<file path="src/rtl/pc_ctrl_pkg.sv">
// Shared types and constants for the fetch-stage program-counter controller.
package pc_ctrl_pkg;

    typedef enum logic [3:0] {
        BOOT  = 4'b0001,
        RUN   = 4'b0010,
        WAIT  = 4'b0100,
        REDIR = 4'b1000
    } pc_state_t;

    localparam int INSTR_BYTES = 4;
    localparam logic [31:0] DEFAULT_RESET_VEC = 32'h0000_0000;

endpackage

</file>
<file path="src/rtl/pc_ctrl_if.sv">
// Bundle between the fetch controller (slave) and the rest of the pipeline (master).
interface pc_ctrl_if #(
    parameter int WIDTH = 32,
    parameter int CNT_W = 16
);
    logic [WIDTH-1:0] PC;
    logic             BranchTaken;
    logic [WIDTH-1:0] BranchTarget;
    logic             LoadUseHazard;
    logic             ImemValid;
    logic             ImemReq;
    logic [WIDTH-1:0] PCNext;
    logic             Stall;
    logic             FlushD;
    logic             FlushE;
    logic [CNT_W-1:0] StallCount;

    modport master (
        output PC, BranchTaken, BranchTarget, LoadUseHazard, ImemValid,
        input  ImemReq, PCNext, Stall, FlushD, FlushE, StallCount
    );

    modport slave (
        input  PC, BranchTaken, BranchTarget, LoadUseHazard, ImemValid,
        output ImemReq, PCNext, Stall, FlushD, FlushE, StallCount
    );
endinterface

</file>
<file path="src/rtl/pc_ctrl_stall_counter.sv">
// Saturating cycle counter with enable and synchronous reset; sticks at all-ones.
module stall_counter #(
    parameter int CNT_W = 16
) (
    input  logic             clk,
    input  logic             rst,
    input  logic             en,
    output logic [CNT_W-1:0] count
);

    always_ff @(posedge clk) begin
        if (rst) begin
            count <= '0;
        end else if (en && (count != '1)) begin
            count <= count + CNT_W'(1);
        end
    end

endmodule

</file>
<file path="src/rtl/pc_ctrl.sv">
// Fetch-stage controller: picks PCNext, stalls PC and IF/ID, flushes D/E, and
// tracks a redirect that lands while an instruction fetch is still outstanding.
module pc_ctrl
    import pc_ctrl_pkg::*;
#(
    parameter int               WIDTH     = 32,
    parameter logic [WIDTH-1:0] RESET_VEC = WIDTH'(DEFAULT_RESET_VEC),
    parameter int               CNT_W     = 16
) (
    input  logic        clk,
    input  logic        rst,
    pc_ctrl_if.slave    bus
);

    pc_state_t        state, state_nx;
    logic [WIDTH-1:0] pending, pending_nx;
    logic [WIDTH-1:0] pc_plus4;
    logic [WIDTH-1:0] pc_next;
    logic             stall;
    logic             flush_d;
    logic             flush_e;
    logic             imem_req;
    logic [CNT_W-1:0] stall_count;

    assign pc_plus4 = bus.PC + WIDTH'(INSTR_BYTES);

    // Reset must drop Stall so the PC register is free to load the reset vector.
    always_comb begin
        state_nx   = state;
        pending_nx = pending;
        pc_next    = pc_plus4;
        stall      = 1'b0;
        flush_d    = 1'b0;
        flush_e    = 1'b0;
        imem_req   = 1'b0;
        if (rst) begin
            pc_next    = RESET_VEC;
            flush_d    = 1'b1;
            flush_e    = 1'b1;
            pending_nx = '0;
            state_nx   = BOOT;
        end else begin
            case (state)
                BOOT: begin
                    imem_req = 1'b1;
                    state_nx = bus.ImemValid ? RUN : WAIT;
                end
                RUN, WAIT: begin
                    imem_req = 1'b1;
                    if (bus.BranchTaken && (state == RUN)) begin
                        pc_next = bus.BranchTarget;
                        flush_d = 1'b1;
                        flush_e = 1'b1;
                    end else if (bus.BranchTaken) begin
                        stall      = 1'b1;
                        flush_e    = 1'b1;
                        pending_nx = bus.BranchTarget;
                        state_nx   = REDIR;
                    end else if (!bus.ImemValid) begin
                        stall    = 1'b1;
                        state_nx = WAIT;
                    end else if (bus.LoadUseHazard) begin
                        stall    = 1'b1;
                        flush_e  = 1'b1;
                        state_nx = RUN;
                    end else begin
                        state_nx = RUN;
                    end
                end
                REDIR: begin
                    // The word returning now belongs to the abandoned path; the newest redirect wins.
                    imem_req = 1'b1;
                    stall    = 1'b1;
                    if (bus.BranchTaken) begin
                        pending_nx = bus.BranchTarget;
                        flush_e    = 1'b1;
                    end
                    if (bus.ImemValid) begin
                        stall      = 1'b0;
                        flush_d    = 1'b1;
                        pc_next    = bus.BranchTaken ? bus.BranchTarget : pending;
                        pending_nx = '0;
                        state_nx   = RUN;
                    end
                end
                default: begin
                    state_nx = BOOT;
                end
            endcase
        end
    end

    always_ff @(posedge clk) begin
        if (rst) begin
            state   <= BOOT;
            pending <= '0;
        end else begin
            state   <= state_nx;
            pending <= pending_nx;
        end
    end

    stall_counter #(
        .CNT_W (CNT_W)
    ) u_stall_counter (
        .clk   (clk),
        .rst   (rst),
        .en    (stall),
        .count (stall_count)
    );

    assign bus.PCNext     = pc_next;
    assign bus.Stall      = stall;
    assign bus.FlushD     = flush_d;
    assign bus.FlushE     = flush_e;
    assign bus.ImemReq    = imem_req;
    assign bus.StallCount = stall_count;

endmodule

</file>
<file path="src/flat_wrapper.sv">
// flat-port wrapper written by rule: the top's interface ports become plain ports
module pc_ctrl_flat import pc_ctrl_pkg::*;
#(
    parameter int               WIDTH     = 32,
    parameter logic [WIDTH-1:0] RESET_VEC = WIDTH'(DEFAULT_RESET_VEC),
    parameter int               CNT_W     = 16
)
  (clk, rst, bus_PC, bus_BranchTaken, bus_BranchTarget, bus_LoadUseHazard, bus_ImemValid, bus_ImemReq, bus_PCNext, bus_Stall, bus_FlushD, bus_FlushE, bus_StallCount);
  pc_ctrl_if #(.WIDTH(WIDTH), .CNT_W(CNT_W)) bus_i ();
  input  logic clk;
  input  logic rst;
  input wire logic [$bits(bus_i.PC)-1:0] bus_PC;
  input wire logic [$bits(bus_i.BranchTaken)-1:0] bus_BranchTaken;
  input wire logic [$bits(bus_i.BranchTarget)-1:0] bus_BranchTarget;
  input wire logic [$bits(bus_i.LoadUseHazard)-1:0] bus_LoadUseHazard;
  input wire logic [$bits(bus_i.ImemValid)-1:0] bus_ImemValid;
  output wire logic [$bits(bus_i.ImemReq)-1:0] bus_ImemReq;
  output wire logic [$bits(bus_i.PCNext)-1:0] bus_PCNext;
  output wire logic [$bits(bus_i.Stall)-1:0] bus_Stall;
  output wire logic [$bits(bus_i.FlushD)-1:0] bus_FlushD;
  output wire logic [$bits(bus_i.FlushE)-1:0] bus_FlushE;
  output wire logic [$bits(bus_i.StallCount)-1:0] bus_StallCount;
  assign bus_i.PC = bus_PC;
  assign bus_i.BranchTaken = bus_BranchTaken;
  assign bus_i.BranchTarget = bus_BranchTarget;
  assign bus_i.LoadUseHazard = bus_LoadUseHazard;
  assign bus_i.ImemValid = bus_ImemValid;
  assign bus_ImemReq = bus_i.ImemReq;
  assign bus_PCNext = bus_i.PCNext;
  assign bus_Stall = bus_i.Stall;
  assign bus_FlushD = bus_i.FlushD;
  assign bus_FlushE = bus_i.FlushE;
  assign bus_StallCount = bus_i.StallCount;
  pc_ctrl #(.WIDTH(WIDTH), .RESET_VEC(RESET_VEC), .CNT_W(CNT_W)) u_core (.clk(clk), .rst(rst), .bus(bus_i));
endmodule
</file>
<file path="config.mk">
export PLATFORM = sky130hd
export DESIGN_NAME = pc_ctrl_flat
export DESIGN_NICKNAME = d
export VERILOG_FILES = /design/src/rtl/pc_ctrl_pkg.sv /design/src/rtl/pc_ctrl_if.sv /design/src/rtl/pc_ctrl_stall_counter.sv /design/src/rtl/pc_ctrl.sv /design/src/flat_wrapper.sv
export SDC_FILE = /design/constraint.sdc
export NUM_CORES = 1
export LEC_CHECK = 0
export ABC_CLOCK_PERIOD_IN_PS = 7100
export CAP_MARGIN = 15
export CORE_ASPECT_RATIO = 1.75
export CORE_MARGIN = 1.5
export CORE_UTILIZATION = 45
export DETAILED_ROUTE_END_ITERATION = 12
export GPL_ROUTABILITY_DRIVEN = 0
export GPL_TIMING_DRIVEN = 0
export PLACE_DENSITY = 0.87
export SLEW_MARGIN = 20
export SYNTH_ARGS = -nofsm -noshare
export SYNTH_HDL_FRONTEND = slang
export SYNTH_HIERARCHICAL = 1
export SYNTH_SLANG_ARGS = --single-unit
</file>
<file path="constraint.sdc">
create_clock -name clk -period 7.1 [get_ports clk]
set_input_delay 1.42 -clock clk [delete_from_list [all_inputs] [get_ports clk]]
set_output_delay 1.42 -clock clk [all_outputs]
set_load 0.05 [all_outputs]
</file>
# Word-level counts from Yosys, hierarchy flattened

Index checks and enable logic that the tools add are counted.

Muxes and demuxes: 32
Reductions and logical operators: 7
Add/sub/neg operators: 2
Equality and inequality tests: 7

Operators by type and width:

| kind                                                | number |
|---|---|
| two-way mux 32 bit                                  | 6 |
| case mux 32 bit (2 select lines)                    | 2 |
| adder 32 x 3 -> 32 bit, second input constant       | 1 |
| adder 16 x 1 -> 16 bit, second input constant       | 1 |
| two-way mux 1 bit                                   | 16 |
| inequality test 16 bit, second input constant       | 1 |
| two-way mux 4 bit                                   | 3 |
| case mux 4 bit (3 select lines)                     | 1 |
| case mux 1 bit (2 select lines)                     | 3 |
| equality test 4 x 1 -> 1 bit, second input constant | 1 |
| equality test 4 x 2 -> 1 bit, second input constant | 1 |
| equality test 4 x 3 -> 1 bit, second input constant | 1 |
| equality test 4 bit, second input constant          | 1 |
| inequality test 2 bit, second input constant        | 2 |
| AND reduction 2 bit                                 | 2 |
| OR reduction 4 bit                                  | 1 |
| two-way mux 3 bit                                   | 1 |
| logical AND 1 bit                                   | 2 |
| nonzero test 2 bit                                  | 1 |
| OR reduction 2 bit                                  | 1 |

Flip-flop bits (word level): 52
Bits of input ports: 69
Output and inout bits: 52

# Longest topological paths before layout

Gate-level depths: netlist of run 1.

Word-level depth: 7
Mapped depth: 9
Mapped depth without buffers: 8

# Cells and area by module

The synthesis of run 1 kept the hierarchy.

By module, submodules not included:

| module        | seq. area each (um2) | instances | cells each | area each (um2) |
|---|---|---|---|---|
| pc_ctrl       | 720.7                | 1         | 301        | 2,506.2 |
| stall_counter | 320.3                | 1         | 99         | 848.3 |

# Worst setup path after synthesis of run 1

Ideal clock, no wire load.

Path kind: input -> output
Start: input port bus_BranchTaken
End: output port bus_Stall
Stages: 4
Arrival time: 4.990 ns
Path buffers: 1
Setup slack: 0.690 ns
Required time: 5.680 ns
Cell sequence: buf_2 -> inv_1 -> a22oi_1 -> a2111oi_0

Cells in the longest elaborated chain, start to end: 4

RTL lines:

| what                                                          | line                         | RTL |
|---|---|---|
| from (decl)                                                   | flat_wrapper.sv:13           | `input wire logic [$bits(bus_i.BranchTaken)-1:0] bus_BranchTaken;` |
| two-way mux 1 bit / logical AND 1 bit (equally long branches) | pc_ctrl.sv:54, pc_ctrl.sv:50 |  |
| two-way mux 1 bit (*)                                         | pc_ctrl.sv:50                | `if (bus.BranchTaken && (state == RUN)) begin` |
| case mux 1 bit (2 select lines) (*)                           | pc_ctrl.sv:43                | `case (state)` |
| two-way mux 1 bit (*)                                         | pc_ctrl.sv:36                | `if (rst) begin` |
| to (decl)                                                     | flat_wrapper.sv:19           | `output wire logic [$bits(bus_i.Stall)-1:0] bus_Stall;` |

Every way passes the cells marked *; elsewhere a longest branch is shown, timed or not.

# Final worst setup path of run 1

Start: input port bus_PC[12]
End: output port bus_PCNext[25]

Cells in the longest elaborated chain, start to end: 4

RTL lines:

| what                                         | line                         | RTL |
|---|---|---|
| from (decl)                                  | flat_wrapper.sv:12           | `input wire logic [$bits(bus_i.PC)-1:0] bus_PC;` |
| adder 32 x 3 -> 32 bit (*)                   | pc_ctrl.sv:25                | `assign pc_plus4 = bus.PC + WIDTH'(INSTR_BYTES);` |
| two-way mux 32 bit, on equally long branches | pc_ctrl.sv:78, pc_ctrl.sv:50 |  |
| case mux 32 bit (2 select lines) (*)         | pc_ctrl.sv:43                |  |
| two-way mux 32 bit (*)                       | pc_ctrl.sv:36                |  |
| to (decl)                                    | flat_wrapper.sv:18           | `output wire logic [$bits(bus_i.PCNext)-1:0] bus_PCNext;` |

Marked as above.

==> out/summary.txt, run 1 <==
Outcome = completed
EDFF count, synth = 0
Std-Cell Rows = 41
Post-CTS Setup Inserts = 0
Pre-CTS setup slack = 1331 ps
M3 GR Usage = 0.06692
Sequential area share after synthesis = 0.3103
Antenna violations before repair = 0
Worst setup path category = input port to primary output
GRT overflow = 0
Total Routed Length = 11.40 mm
Avg Cell Area, Syn = 8.386 um^2
Die Ht = 117.2 um
Final Max Slew Viols = 0
Initial core utilization = 0.4638
PD cells = 163.7 nW/um^2
Antenna cells = 0
Setup Skew = 5.836 ps
Max-Cap Viols = 0
Startpoint types = input port
Final TNS setup = 0 ps
Crit end category = primary output
CTS Root Cell = clkbuf_16
GRT Overall Usage = 0.2844
Cell taking the most area after synthesis = dfxtp_1
Peak VDD IR = 0.0001299 V
I/O pin total = 121
Min cycle time layout = 5807 ps
RSZ-0062 raised after global routing = false
CTS resizes = 0
Max FO, Critical Path = 10
Layout Cells excl Fill = 613
Clock Pin Slew Worst Setup and Hold Paths = 70 ps
DRC Markers = 0
Violation count after the first detailed-route iteration = 343
TritonRoute pass-1 iters = 8
Final instance area = 4823 um^2
Grt met1 use = 0.2953
#FFs+latches synth = 52
Mapped Cells = 400
CP Data Required Time = 5680 ps
Clk sinks = 52
First-pass GRT wire length = 17.48 mm
Wire length per cell = 18.59 um
Cts bufs inserted = 5
Area contributors post-synth = dfxtp_1 31%, a22o_1 9.4%, xor2_1 5.7%
Post-route setup slack = 1293 ps
CTS HTree Levels = 2
Clock Latency Late Sink = 300 ps
Static leakage = 1.677 nW
Slew margin rel. = 0.3942
Yosys top cell area share = 0.3103
Busiest layer in global routing = met2
Area of the core = 7233 um^2
Placed instance area = 4659 um^2
PortBufs = 119
Max Freq = 172.2 MHz
Area growth syn-to-layout = 43.79%
Cts-stage hold buffer count = 0
Most frequent cells in the layout = 119 x clkdlybuf4s50_1, 52 x dfxtp_1, 37 x nor2_1, 36 x a22o_1
Clock Tree Buf Depth = 2
Vias in the first global route = 3,711
Tot Pwr = 0.7898 mW
Worst path arrival time = 4390 ps
Largest net degree at the start of global routing = 16
Commonest non-fill, non-tap cell in the layout = clkdlybuf4s50_1
Grt met2 use = 0.5100
Dpl cells = 605
Worst Tran Pin Value = 906.9 ps
Syn nets = 471
Share of cells above drive strength 1 = 0.06262
DIE AREA = 8002 um^2
FFs w/ async S/R, synth = 0
Synth unique cells = 52
CTS tree = done
Die width = 68.27 um
Final setup violation count = 0
Endpoints failing hold = 0
DRT antenna net count = 0
Synth Cell Area = 3354 um^2
DP Wirelength = 8.523 mm
Tcrit/Tclk final = 0.8178
Synth Flop Type = dfxtp_1
Via/cell ratio = 6.346
Nets = 597
Synth warn = 6
Worst Hold Class = flop to flop
Total number of vias = 3,890
-- flip-flops by register name, indices dropped and copies added (netlist names) --
name / cells
u_core/pending: 32
u_core/u_stall_counter/count: 16
u_core/state: 4
-- logic make-up after synthesis --
kind of cell    share of synthesized area
xor+xnor                          0.07833
simple gates                       0.2514
buf+inv                           0.05222
mux                              0.009325
fa+ha+maj                        0.007459
compound gates                     0.2909
flops                              0.3103
-- cell usage after synthesis (12+ instances only) --
cell	instances
xor2_1	22
a21oi_1	15
a22oi_1	14
clkbuf_1	13
buf_2	14
nand3_1	22
nor2_1	37
o21ai_0	12
a222oi_1	12
nand4_1	15
o22ai_1	14
nand2_1	18
dfxtp_1	52
a22o_1	36
-- area by class of cell --
cell class                      count  area [um^2]
Sequential cell                    52         1041
Multi-Input combinational cell    310         2145
Inverter                            8        30.03
Tap cell                           86        107.6
Timing Repair Buffer              119         1191
Clock buffer                        6        128.9
Clock inverter                      2        35.03
Fill cell                         598         2410
Buffer                             30        145.1
-- final timing paths --
path	start	end	slack [ps]	depth (start not counted)
max reg2reg	u_core/state[2]	u_core/u_stall_counter/count[13]	3770	9
min	u_core/pending[30]	u_core/pending[30]	460	2
max	bus_PC[12]	bus_PCNext[25]	1290	8
min reg2reg	u_core/pending[30]	u_core/pending[30]	460	2
-- where the power goes --
| group | internal [mW] | leakage (nW) | switching [mW] |
|---|---|---|---|
| clock | 0.166 | 0.0808 | 0.111 |
| sequential | 0.297 | 0.420 | 0.00613 |
| combinational | 0.0871 | 1.18 | 0.123 |
| total | 0.550 | 1.68 | 0.239 |
-- worst max-delay path: stages --
cell and delay, ps:
clkdlybuf4s50_1 550, nand4_1 160, nor3_1 460, buf_2 300, nand3_1 110, xor2_1 160, o31ai_1 340, clkdlybuf4s50_1 880
-- through the flow --
stage | hold WS (ps) | util
after floorplan | 431.6 | -
after global placement | 441.6 | 0.6433
after detailed placement | 454.3 | 0.6442
after CTS | 462.1 | 0.6668
after global routing | 483.7 | 0.6668
final | 463.8 | 0.6668
-- per-layer routing --
layer  vias to the layer above  wire [um]
met5                         -          0
li1                       1807          -
met1                      1815       4098
met3                        44        882
met2                       224       6054
met4                         0        361
No activity file was read; power rests on OpenSTA's default activity.
==> run 2: changes to the inputs <==
Settings changed: ABC_CLOCK_PERIOD_IN_PS 7100 to 5300, CORE_UTILIZATION 45 to 41, PLACE_DENSITY 0.87 to 0.84.
Clock period 7.1 ns to 5.3 ns, I/O delays scaled along.
==> out/summary.txt, run 2 (synthesis results as in run 1) <==
DRC Markers = 0
Final Max Slew Viols = 0
Die Ht = 122.7 um
Endpoints failing hold = 0
GRT overflow = 0
Max stage delay cell, worst path = clkdlybuf4s50_1
I/O pin total = 121
Min cycle time layout = 5072 ps
Worst setup path category = input port to primary output
Area growth syn-to-layout = 43.68%
Fillers = 700
CTS HTree Levels = 2
Post-CTS Setup Inserts = 0
DRT antenna net count = 0
Nets = 597
Clock Tree Buf Depth = 2
Worst path arrival time = 4010 ps
Tcrit/Tclk final = 0.9570
Max-Cap Viols = 0
TritonRoute pass-1 iters = 5
Slew margin rel. = 0.4680
Peak VDD IR = 0.0001407 V
Slowest cell delay on critical path = 830 ps
Static leakage = 1.688 nW
CTS Root Cell = clkbuf_16
Cts-stage hold buffer count = 0
Max FO, Critical Path = 10
GRT Overall Usage = 0.2577
Startpoint types = input port
Wire length per cell = 18.75 um
Cts bufs inserted = 5
DP Wirelength = 8.770 mm
Most frequent cells in the layout = 118 x clkdlybuf4s50_1, 52 x dfxtp_1, 37 x nor2_1, 36 x a22o_1
Total Routed Length = 11.57 mm
Biggest register = u_core/pending
Outcome = completed
Violation count after the first detailed-route iteration = 325
Antenna violations before repair = 0
Worst Tran Pin Value = 796.5 ps
Biggest regs = u_core/pending x32, u_core/u_stall_counter/count x16, u_core/state x4
RSZ-0062 raised after global routing = false
Via/cell ratio = 6.209
FF/Latch Area = 1041 um^2
Worst Hold Class = flop to flop
CP Cell Sequence = clkdlybuf4s50_1, inv_1, nor4b_4, buf_2, buf_2, a22oi_1, o22ai_1, clkdlybuf4s50_1
Std-Cell Rows = 43
Clock Pin Slew Worst Setup and Hold Paths = 60 ps
Clock Latency Late Sink = 300 ps
CTS tree = done
Final setup violation count = 0
Area of the multi-input gates = 2145 um^2
Largest register FFs = 32
Clk sinks = 52
Initial core utilization = 0.4241
Setup Skew = 12.00 ps
Commonest non-fill, non-tap cell in the layout = clkdlybuf4s50_1
Area of the core = 7909 um^2
DIE AREA = 8755 um^2
Antenna cells = 0
Share of cells above drive strength 1 = 0.06452
Max Freq = 197.2 MHz
Crit end category = primary output
PD cells = 213.0 nW/um^2
Largest net degree at the start of global routing = 17
First-pass GRT wire length = 18.08 mm
PortBufs = 119
CP Data Required Time = 4240 ps
Total number of vias = 3,831
CTS resizes = 0
Tot Pwr = 1.027 mW
Die width = 71.38 um
Layout Utilization = 0.6094
Vias in the first global route = 3,871
-- run 2: cell count changes in the layout (fill, tap and decap cells not counted) --
cell             change
bufinv_16            -1
clkbuf_1             -1
clkbuf_8             +1
clkdlybuf4s50_1      -1
dlymetal6s2s_1       +1
inv_6                +1
-- run 2: path summary, 6_finish.rpt --
path / from / to / slack (ps) / depth (start not counted)
hold / removal: u_core/pending[30] / u_core/pending[30] / 460 / 2
setup / recovery: bus_ImemValid / bus_PCNext[26] / 230 / 8
setup reg to reg: u_core/state[2] / u_core/u_stall_counter/count[9] / 2030 / 9
hold reg to reg: u_core/pending[30] / u_core/pending[30] / 460 / 2
-- run 2: critical path, delay by kind of cell --
family	cells	cell delay, ps
and+or+nand+nor	1	440
AOI/OAI and AO/OA	2	290
buffers and inverters	5	2200
-- run 2: per-layer routing --
layer / wire (um) / vias up / track usage
li1: - / 1809 / -
met1: 4280 / 1813 / 0.2777
met2: 6045 / 172 / 0.4624
met3: 695 / 37 / 0.04187
met4: 546 / 0 / 0.1533
met5: 0 / - / 0
-- run 2: layout make-up --
class | count | area share
well taps | 90 | 0.02336
inverters | 8 | 0.006231
repair buffers | 119 | 0.2477
multi-input cells | 310 | 0.4450
clock inverters | 2 | 0.002856
plain buffers | 30 | 0.03011
flip-flops and latches | 52 | 0.2160
clock buffers | 6 | 0.02882
-- run 2: per-stage QoR --
step | area, um^2 | std cells | setup WS [ps] | TNS, ps | hold WS (ps)
after CTS | 4817 | 617 | 166.8 | 0 | 465.7
after detailed placement | 4664 | 609 | 174.6 | 0 | 456.1
after global routing | 4820 | 617 | 82.81 | 0 | 493.5
after global placement | 4659 | 609 | -19.98 | -19.98 | 445.6
after floorplan | 3356 | 400 | 443.5 | 0 | 431.6
final | 4820 | 617 | 227.7 | 0 | 457.1
-- run 2: where the power goes --
part | switching (mW) | internal, mW | total [mW]
Clock | 0.151 | 0.189 | 0.340
Sequential | 0.00835 | 0.398 | 0.406
Combinational | 0.164 | 0.117 | 0.281
Total | 0.323 | 0.704 | 1.03
==> RTL edit 1 (settings of run 1) <==
`CNT_W` is set to 16 in 4 places; all go to 18.
--- a/src/rtl/pc_ctrl_if.sv
+++ b/src/rtl/pc_ctrl_if.sv
@@ -3,3 +3,3 @@
     parameter int WIDTH = 32,
-    parameter int CNT_W = 16
+    parameter int CNT_W = 18
 );
--- a/src/rtl/pc_ctrl_stall_counter.sv
+++ b/src/rtl/pc_ctrl_stall_counter.sv
@@ -2,3 +2,3 @@
 module stall_counter #(
-    parameter int CNT_W = 16
+    parameter int CNT_W = 18
 ) (
--- a/src/rtl/pc_ctrl.sv
+++ b/src/rtl/pc_ctrl.sv
@@ -7,3 +7,3 @@
     parameter logic [WIDTH-1:0] RESET_VEC = WIDTH'(DEFAULT_RESET_VEC),
-    parameter int               CNT_W     = 16
+    parameter int               CNT_W     = 18
 ) (
--- a/src/flat_wrapper.sv
+++ b/src/flat_wrapper.sv
@@ -5,3 +5,3 @@
     parameter logic [WIDTH-1:0] RESET_VEC = WIDTH'(DEFAULT_RESET_VEC),
-    parameter int               CNT_W     = 16
+    parameter int               CNT_W     = 18
 )
Interface: changed (resized bus_StallCount); port bits go from 121 to 123. The function was not compared with the original's and may differ.
==> RTL edit 1 against run 1 <==
Wire length grew 4.0%; power is 1.2% lower; design area is 3.2% higher; worst setup slack got worse by 110 ps; critical endpoint is now bus_PCNext[26]; area after synthesis up 4.6%; sequential cell count increased by 2; utilization decreased by 0.91 points; largest power group unchanged; largest cell class unchanged; register-to-register slack worse by 430 ps.
==> RTL edit 1: results (changes against run 1) <==
- Status: finished, final reports clean (unchanged).
- The post-synthesis sequential area ratio is 0.3082 (was 0.3103).
- The number of antenna repair diodes is 0 (unchanged).
- Most used standard cells in the synthesized netlist: sky130_fd_sc_hd__dfxtp_1 (54), sky130_fd_sc_hd__nor2_1 (41), sky130_fd_sc_hd__a22o_1 (36) (was sky130_fd_sc_hd__dfxtp_1 (52), sky130_fd_sc_hd__nor2_1 (37), sky130_fd_sc_hd__a22o_1 (36)).
- Ranking of synthesized cells by area: sky130_fd_sc_hd__dfxtp_1 (31%), sky130_fd_sc_hd__a22o_1 (9.0%), sky130_fd_sc_hd__xor2_1 (5.5%) (was sky130_fd_sc_hd__dfxtp_1 (31%), sky130_fd_sc_hd__a22o_1 (9.4%), sky130_fd_sc_hd__xor2_1 (5.7%)).
- The number of instances resized during post-cts repair is 0 (unchanged).
- The post-synthesis area per instance came to 8.370 um^2 (was 8.386 um^2).
- The headroom to the max-slew limit is 0.3142 (was 0.3942).
- The number of warnings issued by yosys is 6 (unchanged).
- The net count of the finished layout is 618 (was 597).
- The initial detailed-routing violation count is 297 (was 343).
- The HPWL after detailed placement was 9179 um (was 8523 um).
- The number of cells in the design after placement came to 628 (was 605).
- The via count of the first global-routing pass was 4061 (was 3711).
- The average wire per standard cell is 18.64 um (was 18.59 um).
- The final worst clock skew is 5.309 ps (was 5.836 ps).
- The total leakage power came to 1.780 nW (was 1.677 nW).
- The finished layout cell area is 4977 um^2 (was 4823 um^2).
- The length of the first detailed-routing pass in iterations came to 6 (was 8).
- The minimum setup slack after placement was 1262 ps (was 1331 ps).
- The peak per-stage delay on the critical path is 860 ps (was 880 ps).
- The filler cell count in the final layout is 631 (was 598).
- The data arrival time of the critical path is 4490 ps (was 4390 ps).
- The number of nets in the synthesized netlist is 490 (was 471).
- The distinct cell type count after synthesis is 58 (was 52).
- The global-route usage over all layers is 0.2825 (was 0.2844).
- The wire length of the first global-routing pass came to 19040 um (was 17480 um).
- The fraction of final layout cells sized beyond drive strength 1 is 0.05839 (was 0.06262).
- The kind of path behind the tightest hold check was reg -> reg (unchanged).
- The total of buffers placed on input and output ports was 121 (was 119).
- Registers with the most flip-flops: u_core/pending (32), u_core/u_stall_counter/count (18), u_core/state (4) (was u_core/pending (32), u_core/u_stall_counter/count (16), u_core/state (4)).
- The maximum vdd drop is 0.09912 mV (was 0.1299 mV).
- The number of vias per cell is 6.346 (about the same).
- The number of antenna violations at the first check in global routing is 0 (unchanged).
- The post-detailed-placement cell area is 4830 um^2 (was 4659 um^2).
- The cell type of the slowest stage on the worst timing path is sky130_fd_sc_hd__clkdlybuf4s50_1 (unchanged).
- The count of vias placed by the detailed router is 4036 (was 3890).
## RTL edit 1: path summary, 6_finish.rpt
path | start | endpoint | slack [ps] | depth (start not counted)
setup / recovery | bus_ImemValid | bus_PCNext[26] | 1190 | 8
hold / removal | u_core/pending[6] | u_core/pending[6] | 480 | 1
setup reg to reg | u_core/state[2] | u_core/u_stall_counter/count[13] | 3340 | 9
hold reg to reg | u_core/pending[6] | u_core/pending[6] | 480 | 1
## RTL edit 1: kinds of logic (layout without fill, tap and decap cells)
| family | after synthesis | after routing | synth area share |
|---|---|---|---|
| buffers and inverters | 40 | 169 | 0.05173 |
| DFF | 54 | 54 | 0.3082 |
| AOI/OAI and AO/OA | 124 | 124 | 0.2765 |
| muxes | 10 | 10 | 0.03140 |
| adders and majority gates | 2 | 2 | 0.007134 |
| xor gates and xnor gates | 28 | 28 | 0.06992 |
| and+or+nand+nor | 161 | 161 | 0.2551 |
## RTL edit 1: layout make-up
cell class / instances / share of cell area
Sequential cell: 54 / 0.2172
Inverter: 11 / 0.008296
Buffer: 29 / 0.02815
Clock inverter: 1 / 0.001006
Timing Repair Buffer: 121 / 0.2433
Clock buffer: 7 / 0.02866
Multi-Input combinational cell: 325 / 0.4512
Tap cell: 88 / 0.02212
## RTL edit 1: worst max-delay path: cells and delay by family
family,cells,cell delay [ps]
AO/OA/AOI/OAI,2,380
buffers and inverters,5,2270
AND/OR/NAND/NOR,1,400
## RTL edit 1: where the power goes
group / internal [mW] / total, mW / switching, mW
clock network: 0.140 / 0.254 / 0.114
logic: 0.0875 / 0.212 / 0.124
registers: 0.308 / 0.315 / 0.00634
## RTL edit 1: layer usage
layer	GRT usage	vias to the layer above	routed length [um]
met1	0.2766	1905	4138
met3	0.06465	56	864
li1	-	1862	-
met5	0	-	0
met4	0.1935	0	759
met2	0.5156	213	6090
==> RTL edit 2 (settings of run 1) <==
Without the edit above. Make the reset (`rst`) asynchronous in 2 clocked blocks. Comments in the files are not updated.
--- a/src/rtl/pc_ctrl_stall_counter.sv
+++ b/src/rtl/pc_ctrl_stall_counter.sv
@@ -10,3 +10,3 @@
 
-    always_ff @(posedge clk) begin
+    always_ff @(posedge clk or posedge rst) begin
         if (rst) begin
--- a/src/rtl/pc_ctrl.sv
+++ b/src/rtl/pc_ctrl.sv
@@ -92,3 +92,3 @@
 
-    always_ff @(posedge clk) begin
+    always_ff @(posedge clk or posedge rst) begin
         if (rst) begin
Function: differs if rst is asserted again (counterexample within 4 cycles, from zero or initial values and one cycle with rst high); with rst held inactive, the same outputs for 4 cycles.
==> RTL edit 2 against run 1 <==
Global-route usage down 2.0 points; hold slack better by 35 ps; sequential cell count unchanged; power up 21%; wire length down 0.68%; largest power group is now combinational cells; cell count down 3.1%; design area up 3.7%; critical path type unchanged; area after synthesis up 4.4%; worst setup slack worse by 2.2 ps.
==> RTL edit 2: results (changes against run 1) <==
- The count of vias placed by the detailed router is 3743 (was 3890).
- Ranking of synthesized cells by area: sky130_fd_sc_hd__dfrtp_1 (36%), sky130_fd_sc_hd__xnor2_1 (8.5%), sky130_fd_sc_hd__a22o_1 (8.0%) (was sky130_fd_sc_hd__dfxtp_1 (31%), sky130_fd_sc_hd__a22o_1 (9.4%), sky130_fd_sc_hd__xor2_1 (5.7%)).
- The global-route usage over all layers is 0.2644 (was 0.2844).
- Status: finished, final reports clean (unchanged).
- The length of the first detailed-routing pass in iterations is 5 (was 8).
- The peak per-stage delay on the critical path is 850 ps (was 880 ps).
- The fraction of final layout cells sized beyond drive strength 1 is 0.07510 (was 0.06262).
- The HPWL after detailed placement was 8431 um (was 8523 um).
- The xor-xnor portion of the synthesized cell area is 0.1050 (was 0.07833).
- The number of nets in the synthesized netlist is 449 (was 471).
- The distinct cell type count after synthesis is 53 (was 52).
- The number of vias per cell is 6.301 (was 6.346).
- The net count of the finished layout is 576 (was 597).
- The proportion of register bits with asynchronous set or reset after synthesis is 1.000 (was 0).
- The post-synthesis sequential area ratio is 0.3719 (was 0.3103).
- The compound-gate portion of the synthesized area is 0.2469 (was 0.2909).
- The number of cells in the design after placement came to 586 (was 605).
- The final worst clock skew came to 2.529 ps (was 5.836 ps).
- The number of warnings issued by yosys is 6 (unchanged).
- The fraction of synthesized area in multiplexers was 0.01250 (was 0.009325).
- The wire length of the first global-routing pass is 17900 um (was 17480 um).
- The total leakage power is 1.977 nW (was 1.677 nW).
- The filler cell count in the final layout was 630 (was 598).
- The post-synthesis area per instance was 9.265 um^2 (was 8.386 um^2).
- The adder and majority cell fraction of the synthesized area came to 0.007145 (was 0.007460).
- The total of buffers placed on input and output ports is 119 (unchanged).
- The average wire per standard cell is 19.05 um (was 18.59 um).
- Most used standard cells in the synthesized netlist: sky130_fd_sc_hd__dfrtp_1 (51), sky130_fd_sc_hd__xnor2_1 (34), sky130_fd_sc_hd__a22o_1 (32) (was sky130_fd_sc_hd__dfxtp_1 (52), sky130_fd_sc_hd__nor2_1 (37), sky130_fd_sc_hd__a22o_1 (36)).
- The largest net degree at the start of global routing came to 27 (was 16).
- The headroom to the max-slew limit is 0.3004 (was 0.3942).
==> RTL edit 2: cell count changes after synthesis, moves of 8 or more <==
cell | before | now
sky130_fd_sc_hd__o22ai_1 | 14 | 29
sky130_fd_sc_hd__a21oi_1 | 15 | 7
sky130_fd_sc_hd__dfrtp_1 | 0 | 51
sky130_fd_sc_hd__o21ai_0 | 12 | 4
sky130_fd_sc_hd__a222oi_1 | 12 | 0
sky130_fd_sc_hd__xnor2_1 | 8 | 34
sky130_fd_sc_hd__dfxtp_1 | 52 | 0
sky130_fd_sc_hd__nor2_1 | 37 | 14
sky130_fd_sc_hd__o31ai_1 | 8 | 0
sky130_fd_sc_hd__xor2_1 | 22 | 8
sky130_fd_sc_hd__a22oi_1 | 14 | 31
==> RTL edit 2: kinds of logic after synthesis <==
| group | Yosys count |
|---|---|
| fa+ha+maj | 2 |
| buf+inv | 34 |
| simple gates | 126 |
| xor+xnor | 42 |
| mux | 4 |
| flops | 52 |
| compound gates | 118 |
==> RTL edit 2: report_power, final <==
group	switching [mW]	total [mW]	internal, mW
Sequential	0.0133	0.332	0.319
Combinational	0.213	0.348	0.136
Clock	0.111	0.279	0.168
==> RTL edit 2: final cells by class <==
class | instances | share of cell area
plain buffers | 24 | 0.02251
clock buffers | 5 | 0.02501
clock inverters | 3 | 0.009255
inverters | 10 | 0.007504
multi-input cells | 292 | 0.4097
flip-flops and latches | 52 | 0.2604
well taps | 88 | 0.02201
repair buffers | 120 | 0.2436
==> RTL edit 2: routing by layer <==
| layer | GRT usage | up-vias | routed length [um] |
|---|---|---|---|
| met4 | 0.1370 | 0 | 489 |
| met2 | 0.4994 | 201 | 6112 |
| li1 | - | 1696 | - |
| met5 | 0 | - | 0 |
| met1 | 0.2873 | 1810 | 4102 |
| met3 | 0.02351 | 36 | 614 |
==> RTL edit 2: stage by stage <==
stage / power, mW / setup WS, ps / instance area [um^2]
2_1_floorplan: 0.5502 / 1922 / 3502
3_3_place_gp: 0.6660 / 616.1 / 4803
3_5_place_dp: 0.6759 / 1339 / 4831
4_1_cts: 0.9616 / 1319 / 5002
5_1_grt: 0.9972 / 1097 / 5002
6_report: 0.9591 / 1291 / 5002
==> RTL edit 2: worst paths after layout <==
path	startpoint	end	slack (ps)	depth (start not counted)
setup / recovery	bus_BranchTaken	bus_PCNext[23]	1290	8
hold / removal	u_core/pending[31]	u_core/pending[31]	500	1
min in group asynchronous	rst	u_core/state[3]	1630	2
setup reg to reg	u_core/state[2]	u_core/u_stall_counter/count[14]	3860	9
hold reg to reg	u_core/pending[31]	u_core/pending[31]	500	1
max in group asynchronous	rst	u_core/state[0]	4940	3
